File: config.mk
export PLATFORM = sky130hd
export DESIGN_NAME = rx78_cart_loader
export DESIGN_NICKNAME = d
export VERILOG_FILES = /design/src/rtl/rx78_loader_pkg.sv /design/src/rtl/rx78_ld_decode.sv /design/src/rtl/rx78_cart_loader.sv
export SDC_FILE = /design/constraint.sdc
export NUM_CORES = 1
export LEC_CHECK = 0
export CAP_MARGIN = 5
export CORE_MARGIN = 2
export CORE_UTILIZATION = 25
export DETAILED_ROUTE_END_ITERATION = 7
export GPL_ROUTABILITY_DRIVEN = 1
export PLACE_DENSITY_LB_ADDON = 0.2
export SLEW_MARGIN = 10
export SYNTH_ARGS = -nofsm -noshare
export SYNTH_HDL_FRONTEND = slang
export SYNTH_HIERARCHICAL = 1
export SYNTH_SLANG_ARGS = --single-unit
File: constraint.sdc
create_clock -name clk -period 4.3 [get_ports clk]
set_input_delay 0.645 -clock clk [delete_from_list [all_inputs] [get_ports clk]]
set_output_delay 0.645 -clock clk [all_outputs]
set_load 0.005 [all_outputs]
File: src/rtl/rx78_loader_pkg.sv
// Shared types and region bounds for the RX-78 cartridge loader.
// Optional padding stage is enabled with RX78_CART_PAD_EN.
package rx78_loader_pkg;

    typedef enum logic [2:0] {
        ST_IDLE    = 3'd0,
        ST_LOAD    = 3'd1,
        ST_PAD     = 3'd2,
        ST_CLEAR   = 3'd3,
        ST_RELEASE = 3'd4
    } ld_state_e;

    typedef enum logic [1:0] {
        RG_CART1 = 2'd0,
        RG_CART2 = 2'd1,
        RG_EXT   = 2'd2,
        RG_NONE  = 2'd3
    } ld_region_e;

    localparam logic [15:0] CART1_END  = 16'h2000;
    localparam logic [15:0] CART2_END  = 16'h4000;
    localparam logic [15:0] EXT_END    = 16'hC000;
    localparam int          VRAM_DEPTH = 8192;
    localparam logic [7:0]  PAD_BYTE   = 8'hFF;

    function automatic logic [15:0] max_u16(input logic [15:0] a, input logic [15:0] b);
        return (a > b) ? a : b;
    endfunction

endpackage

File: src/rtl/rx78_ld_decode.sv
// Image offset decoder: selects cart1, cart2, ext RAM or nothing and
// produces the address local to the selected array.
module rx78_ld_decode
    import rx78_loader_pkg::*;
(
    input  logic [24:0] offset,
    output ld_region_e  region,
    output logic [14:0] local_addr
);

    // Windows are contiguous, so test the upper bounds in ascending order
    always_comb begin
        region     = RG_NONE;
        local_addr = 15'd0;
        if (offset < {9'd0, CART1_END}) begin
            region     = RG_CART1;
            local_addr = {2'b00, offset[12:0]};
        end else if (offset < {9'd0, CART2_END}) begin
            region     = RG_CART2;
            local_addr = {2'b00, offset[12:0]};
        end else if (offset < {9'd0, EXT_END}) begin
            region     = RG_EXT;
            local_addr = offset[14:0] - CART2_END[14:0];
        end else begin
            region     = RG_NONE;
            local_addr = 15'd0;
        end
    end

endmodule

File: src/rtl/rx78_cart_loader.sv
// RX-78 cartridge loader: ioctl byte stream to cart/ext write strobes, then
// 0xFF padding (RX78_CART_PAD_EN), VRAM sweep and a Z80 reset hold.
module rx78_cart_loader
    import rx78_loader_pkg::*;
#(
    parameter logic [7:0] CART_INDEX  = 8'd1,
    parameter int         HOLD_CYCLES = 16
)(
    input  logic        clk,
    input  logic        reset,
    input  logic [7:0]  upload_index,
    input  logic        upload,
    input  logic        upload_wr,
    input  logic [24:0] upload_addr,
    input  logic [7:0]  upload_data,
    output logic        wr_cart1,
    output logic        wr_cart2,
    output logic        wr_ext,
    output logic [14:0] wr_addr,
    output logic [7:0]  wr_data,
    output logic        vclr_we,
    output logic [12:0] vclr_addr,
    output logic        cpu_reset,
    output logic        busy,
    output logic [15:0] img_size,
    output logic        overflow
);

    localparam logic [12:0] VCLR_LAST = 13'(VRAM_DEPTH - 1);
    localparam logic [15:0] PAD_LAST  = CART2_END - 16'd1;
    localparam logic [15:0] HOLD_LAST = 16'(HOLD_CYCLES - 1);

    ld_state_e   state_r, next_state_s;
    logic        upload_d_r;
    logic        idx_match_s, rise_s, fall_s, load_wr_s, pad_wr_s;
    logic [15:0] pad_addr_r, pad_addr_nx_s;
    logic [15:0] hold_cnt_r, hold_cnt_nx_s;
    logic [12:0] vclr_addr_r, vclr_addr_nx_s;
    logic        vclr_we_r, cpu_reset_r, busy_r;

    logic [24:0] dec_offset_s;
    ld_region_e  dec_region_s;
    logic [14:0] dec_local_s;
    logic [15:0] off_p1_s;

    logic        wr_cart1_r, wr_cart2_r, wr_ext_r;
    logic        wr_cart1_s, wr_cart2_s, wr_ext_s;
    logic [14:0] wr_addr_r, wr_addr_s;
    logic [7:0]  wr_data_r, wr_data_s;
    logic [15:0] img_size_r, img_size_s;
    logic        overflow_r, overflow_s;

    assign idx_match_s = (upload_index == CART_INDEX);
    assign rise_s      = upload & ~upload_d_r & idx_match_s;
    assign fall_s      = ~upload & upload_d_r & (state_r == ST_LOAD);
    // The byte that arrives together with the rising edge is the first image byte
    assign load_wr_s   = upload & upload_wr & idx_match_s & ((state_r == ST_LOAD) | rise_s);
    assign dec_offset_s = pad_wr_s ? {9'd0, pad_addr_r} : upload_addr;
    assign off_p1_s     = upload_addr[15:0] + 16'd1;

    rx78_ld_decode u_decode (
        .offset     (dec_offset_s),
        .region     (dec_region_s),
        .local_addr (dec_local_s)
    );

    // Sequencer next state; a new cart upload preempts every other state
    always_comb begin
        next_state_s   = state_r;
        pad_addr_nx_s  = pad_addr_r;
        hold_cnt_nx_s  = hold_cnt_r;
        vclr_addr_nx_s = vclr_addr_r;
        pad_wr_s       = 1'b0;
        if (rise_s) begin
            next_state_s = ST_LOAD;
        end else begin
            case (state_r)
                ST_IDLE: begin
                    next_state_s = ST_IDLE;
                end
                ST_LOAD: begin
                    if (fall_s) begin
`ifdef RX78_CART_PAD_EN
                        if (img_size_r >= CART2_END) begin
                            next_state_s   = ST_CLEAR;
                            vclr_addr_nx_s = 13'd0;
                        end else begin
                            next_state_s  = ST_PAD;
                            pad_addr_nx_s = img_size_r;
                        end
`else
                        next_state_s   = ST_CLEAR;
                        vclr_addr_nx_s = 13'd0;
`endif
                    end else begin
                        next_state_s = ST_LOAD;
                    end
                end
                ST_PAD: begin
`ifdef RX78_CART_PAD_EN
                    pad_wr_s = 1'b1;
                    if (pad_addr_r == PAD_LAST) begin
                        next_state_s   = ST_CLEAR;
                        vclr_addr_nx_s = 13'd0;
                    end else begin
                        pad_addr_nx_s = pad_addr_r + 16'd1;
                    end
`else
                    next_state_s   = ST_CLEAR;
                    vclr_addr_nx_s = 13'd0;
`endif
                end
                ST_CLEAR: begin
                    if (vclr_addr_r == VCLR_LAST) begin
                        next_state_s  = ST_RELEASE;
                        hold_cnt_nx_s = 16'd0;
                    end else begin
                        vclr_addr_nx_s = vclr_addr_r + 13'd1;
                    end
                end
                ST_RELEASE: begin
                    if (hold_cnt_r == HOLD_LAST) begin
                        next_state_s = ST_IDLE;
                    end else begin
                        hold_cnt_nx_s = hold_cnt_r + 16'd1;
                    end
                end
                default: begin
                    next_state_s = ST_IDLE;
                end
            endcase
        end
    end

    // Sequencer registers; status outputs are aligned with the state they describe
    always_ff @(posedge clk or posedge reset) begin
        if (reset) begin
            state_r     <= ST_RELEASE;
            upload_d_r  <= 1'b0;
            pad_addr_r  <= 16'd0;
            hold_cnt_r  <= 16'd0;
            vclr_addr_r <= 13'd0;
            vclr_we_r   <= 1'b0;
            cpu_reset_r <= 1'b1;
            busy_r      <= 1'b1;
        end else begin
            state_r     <= next_state_s;
            upload_d_r  <= upload;
            pad_addr_r  <= pad_addr_nx_s;
            hold_cnt_r  <= hold_cnt_nx_s;
            vclr_addr_r <= vclr_addr_nx_s;
            vclr_we_r   <= (next_state_s == ST_CLEAR);
            cpu_reset_r <= (next_state_s != ST_IDLE);
            busy_r      <= (next_state_s != ST_IDLE);
        end
    end

    // Write datapath: load bytes and pad bytes share the decoder
    always_comb begin
        wr_cart1_s = 1'b0;
        wr_cart2_s = 1'b0;
        wr_ext_s   = 1'b0;
        wr_addr_s  = wr_addr_r;
        wr_data_s  = wr_data_r;
        img_size_s = rise_s ? 16'd0 : img_size_r;
        overflow_s = rise_s ? 1'b0 : overflow_r;
        if (load_wr_s) begin
            case (dec_region_s)
                RG_CART1: wr_cart1_s = 1'b1;
                RG_CART2: wr_cart2_s = 1'b1;
                RG_EXT:   wr_ext_s   = 1'b1;
                default:  overflow_s = 1'b1;
            endcase
            if (dec_region_s != RG_NONE) begin
                wr_addr_s  = dec_local_s;
                wr_data_s  = upload_data;
                img_size_s = max_u16(img_size_s, off_p1_s);
            end else begin
                wr_addr_s = wr_addr_r;
            end
        end else if (pad_wr_s) begin
            case (dec_region_s)
                RG_CART1: wr_cart1_s = 1'b1;
                RG_CART2: wr_cart2_s = 1'b1;
                default:  wr_ext_s   = 1'b0;
            endcase
            wr_addr_s = dec_local_s;
            wr_data_s = PAD_BYTE;
        end else begin
            wr_addr_s = wr_addr_r;
        end
    end

    // Registered write port and image status
    always_ff @(posedge clk or posedge reset) begin
        if (reset) begin
            wr_cart1_r <= 1'b0;
            wr_cart2_r <= 1'b0;
            wr_ext_r   <= 1'b0;
            wr_addr_r  <= 15'd0;
            wr_data_r  <= 8'd0;
            img_size_r <= 16'd0;
            overflow_r <= 1'b0;
        end else begin
            wr_cart1_r <= wr_cart1_s;
            wr_cart2_r <= wr_cart2_s;
            wr_ext_r   <= wr_ext_s;
            wr_addr_r  <= wr_addr_s;
            wr_data_r  <= wr_data_s;
            img_size_r <= img_size_s;
            overflow_r <= overflow_s;
        end
    end

    assign wr_cart1  = wr_cart1_r;
    assign wr_cart2  = wr_cart2_r;
    assign wr_ext    = wr_ext_r;
    assign wr_addr   = wr_addr_r;
    assign wr_data   = wr_data_r;
    assign vclr_we   = vclr_we_r;
    assign vclr_addr = vclr_addr_r;
    assign cpu_reset = cpu_reset_r;
    assign busy      = busy_r;
    assign img_size  = img_size_r;
    assign overflow  = overflow_r;

endmodule

==> flow_summary.json <==
{
  "vias": 3622,
  "routedWlPerCell_um": 15.61,
  "critical_path.slowest_cell": "clkdlybuf4s50_1",
  "synth.ff_latch_count": 78,
  "vias_per_cell": 4.716,
  "cts_buffer_depth": 2,
  "diodes": 0,
  "seqPwrFrac_pct": 43.2,
  "synth.top_cell.area_share_pct": 42.71,
  "arrival_ns": 4.09,
  "cts_root_buf": "clkbuf_16",
  "min_path_type": "reg -> reg",
  "cp_slowest_stage_delay_ns": 0.53,
  "power_mw": 1.923,
  "drt-met1-wl_mm": 5.321,
  "cts_buffers": 9,
  "cp_common_cell": "buf_4",
  "routed_wl_mm": 11.99,
  "synthFlopType": "dfrtp_1",
  "clk_latency_ns": 0.34,
  "finalHoldViolCount": 0,
  "drive_above_1_share_pct": 14.18,
  "p_leak_nw": 2.731,
  "grt_overflow": 0,
  "syn_inst": 430,
  "coreArea_um2": 17360,
  "path_buf_inv": 3,
  "final_core_util_pct": 34.52,
  "avgSynthCellArea_um2": 10.36,
  "synth_cell_type_count": 59,
  "period_minus_slack_ns": 3.830,
  "outcome": "completed",
  "synth_edf_count": 0,
  "maxSlewViolCount": 0,
  "fin_ws_ns": 0.4704,
  "die_y_um": 137.5,
  "p_int_mw": 1.342,
  "synthAdderAreaFrac_pct": 5.339,
  "comb_power_share_pct": 20.4,
  "postRouteAntennaNets": 0,
  "cts_setup_buffers": 0,
  "p_sw_uw": 580.7,
  "grt_pass1_vias": 3643,
  "grt_antenna_before_repair": 0,
  "ir_drop_uv": 191.8,
  "synth_xor_area_share_pct": 4.720,
  "place_congestion": 0.8399,
  "rsz0062_at_grt": "false",
  "finalClockSkew_ns": 0.004426,
  "pin_count": 104,
  "clockPowerShare_pct": 36.4,
  "p_sw_share_pct": 30.20,
  "worstPathMaxFanout": 17,
  "synthesis.area_um2": 4453,
  "postSynth.asyncResetShare_pct": 100.0,
  "synth_most_common_cell": "dfrtp_1",
  "worstPathCellList": "clkdlybuf4s50_1 -> nand4bb_1 -> or4_1 -> buf_4 -> and2_1 -> ha_1 -> nor2b_1 -> o211ai_1 -> a2111oi_0 -> nor3_1 -> o21ai_4 -> buf_4 -> mux2i_1",
  "synth_commonest_cells": "dfrtp_1 (76), nand2_1 (43), nor2_1 (30)",
  "worst_pin_slew_ns": 0.8599,
  "wl_met3_um": 865,
  "relSlewSlack_pct": 42.46,
  "muxShareOfSynthArea_pct": 9.694,
  "period_share_pct": 89.06,
  "grt_pass1_wl_mm": 19.35,
  "worst_ep_required_time_ns": 4.56,
  "p_per_area_nw_per_um2": 321.0,
  "crit_family": "simple AND/OR/NAND/NOR gates",
  "synthSimpleGateAreaFrac_pct": 22.70,
  "max_freq_mhz": 261.1,
  "grt_max_degree": 62,
  "ys_warn_count": 6,
  "syn2layout_area_growth_pct": 34.53,
  "yosysSeqAreaShare_pct": 43.89,
  "synth_area_leaders": "dfrtp_1 (43%), mux2_2 (6.3%), ha_1 (5.3%)",
  "first_pass_iters": 4,
  "worstSetupStartpointType": "input pin",
  "critPathKind": "in -> reg",
  "clk_transition_reported_paths_ns": 0.06,
  "end_kind": "register",
  "holdBufCountCts": 0,
  "dieArea_um2": 18900,
  "synth_area_leader_cell": "dfrtp_1",
  "wl_met2_mm": 5.625,
  "cts-resized-gates": 0,
  "syn_nets": 494,
  "drtIter0Drc": 267,
  "die_x_um": 137.5,
  "rows": 48,
  "initial_core_util_pct": 25.66,
  "cts_sinks": 78,
  "htreeDepth": 3,
  "drc": 0,
  "top_layer_used": "met4",
  "place_ws_ns": 0.1402,
  "cap_viol_max_count": 0,
  "hpwl_mm": 9.000,
  "synth_compound_area_share_pct": 9.413,
  "grt_usage_pct": 13.42,
  "cts_tree": "done",
  "synth_top_family_by_area": "simple AND/OR/NAND/NOR gates",
  "port_buffers": 103,
  "finalSetupTns_ns": 0,
  "final_net_count": 604,
  "setup_viol": 0
}
-- logic make-up (layout without fill, tap and decap cells) --
group,after synthesis,count (layout)
adders and majority gates,19,19
buffers and inverters,37,150
muxes,40,40
AOI/OAI and AO/OA,59,59
xor gates and xnor gates,24,24
and+or+nand+nor,173,173
DFF,78,78
-- layer usage --
| metal | vias to the layer above | GRT usage, % |
|---|---|---|
| met5 | - | 0 |
| met4 | 0 | 4.811 |
| met3 | 11 | 4.047 |
| met2 | 102 | 21.61 |
| met1 | 1729 | 17.03 |
| li1 | 1780 | - |
-- per-stage QoR --
| stage | std cells | cell area, µm² | hold slack (ns) |
|---|---|---|---|
| 6_report | 768 | 5991 | 0.5026 |
| 3_5_place_dp | 754 | 5732 | 0.4947 |
| 2_1_floorplan | 430 | 4453 | 0.4467 |
| 3_3_place_gp | 754 | 5732 | 0.4916 |
| 5_1_grt | 768 | 5991 | 0.5169 |
| 4_1_cts | 768 | 5989 | 0.5077 |
-- area by class of cell --
type	count	area, µm²
clock buffer	13	250.2
fill	1721	11370
timing repair buffer	111	1091
clock inverter	1	7.507
multi-input combinational	315	2310
inverter	25	96.34
sequential	78	1954
tap	225	281.5
-- state kept, by name (all words and copies together) (netlist names) --
signal / flops
wr_ext: 1
overflow: 1
vclr_addr: 13
busy: 1
wr_data: 8
vclr_we: 1
wr_cart1: 1
state_r: 3
img_size: 16
hold_cnt_r: 16
upload_d_r: 1
wr_cart2: 1
wr_addr: 15
-- power groups by stage --
stage / logic (mW) / registers [mW] / clock network, mW
final: 0.392 / 0.831 / 0.701
after global routing: 0.440 / 0.837 / 0.758
after CTS: 0.397 / 0.831 / 0.721
after detailed placement: 0.397 / 0.844 / 0
after global placement: 0.393 / 0.843 / 0
after floorplan: 0.262 / 0.834 / 0
-- placed cells by master, fill, tap and decap left out, types with 5 or more instances in the layout --
cell type	n
inv_1	22
a21oi_2	6
ha_1	19
and4_2	7
xor2_1	15
a21oi_1	10
a31oi_1	6
nand2_1	43
mux2i_1	15
buf_4	8
clkbuf_16	9
and4_1	9
dfrtp_1	76
and2_1	5
nor4_1	7
mux2_2	25
nor3_1	7
nand3_1	16
and3_1	7
xnor2_1	9
clkdlybuf4s50_1	103
nor2_1	30
o21ai_0	19
nand4_1	17
-- worst paths after layout --
check | end | slack (ns) | start | cells past startpoint
hold reg to reg | wr_data[4]$_DFFE_PP0P_ | 0.50 | wr_data[4]$_DFFE_PP0P_ | 1
setup / recovery | img_size[6]$_DFF_PP0_ | 0.47 | upload | 13
min in group asynchronous | vclr_addr[3]$_DFFE_PP0P_ | 0.80 | reset | 2
hold / removal | wr_data[4]$_DFFE_PP0P_ | 0.50 | wr_data[4]$_DFFE_PP0P_ | 1
max in group asynchronous | img_size[7]$_DFF_PP0_ | 2.74 | reset | 3
setup reg to reg | img_size[6]$_DFF_PP0_ | 1.10 | upload_d_r$_DFF_PP0_ | 11
(Power assumes the default switching activity.)
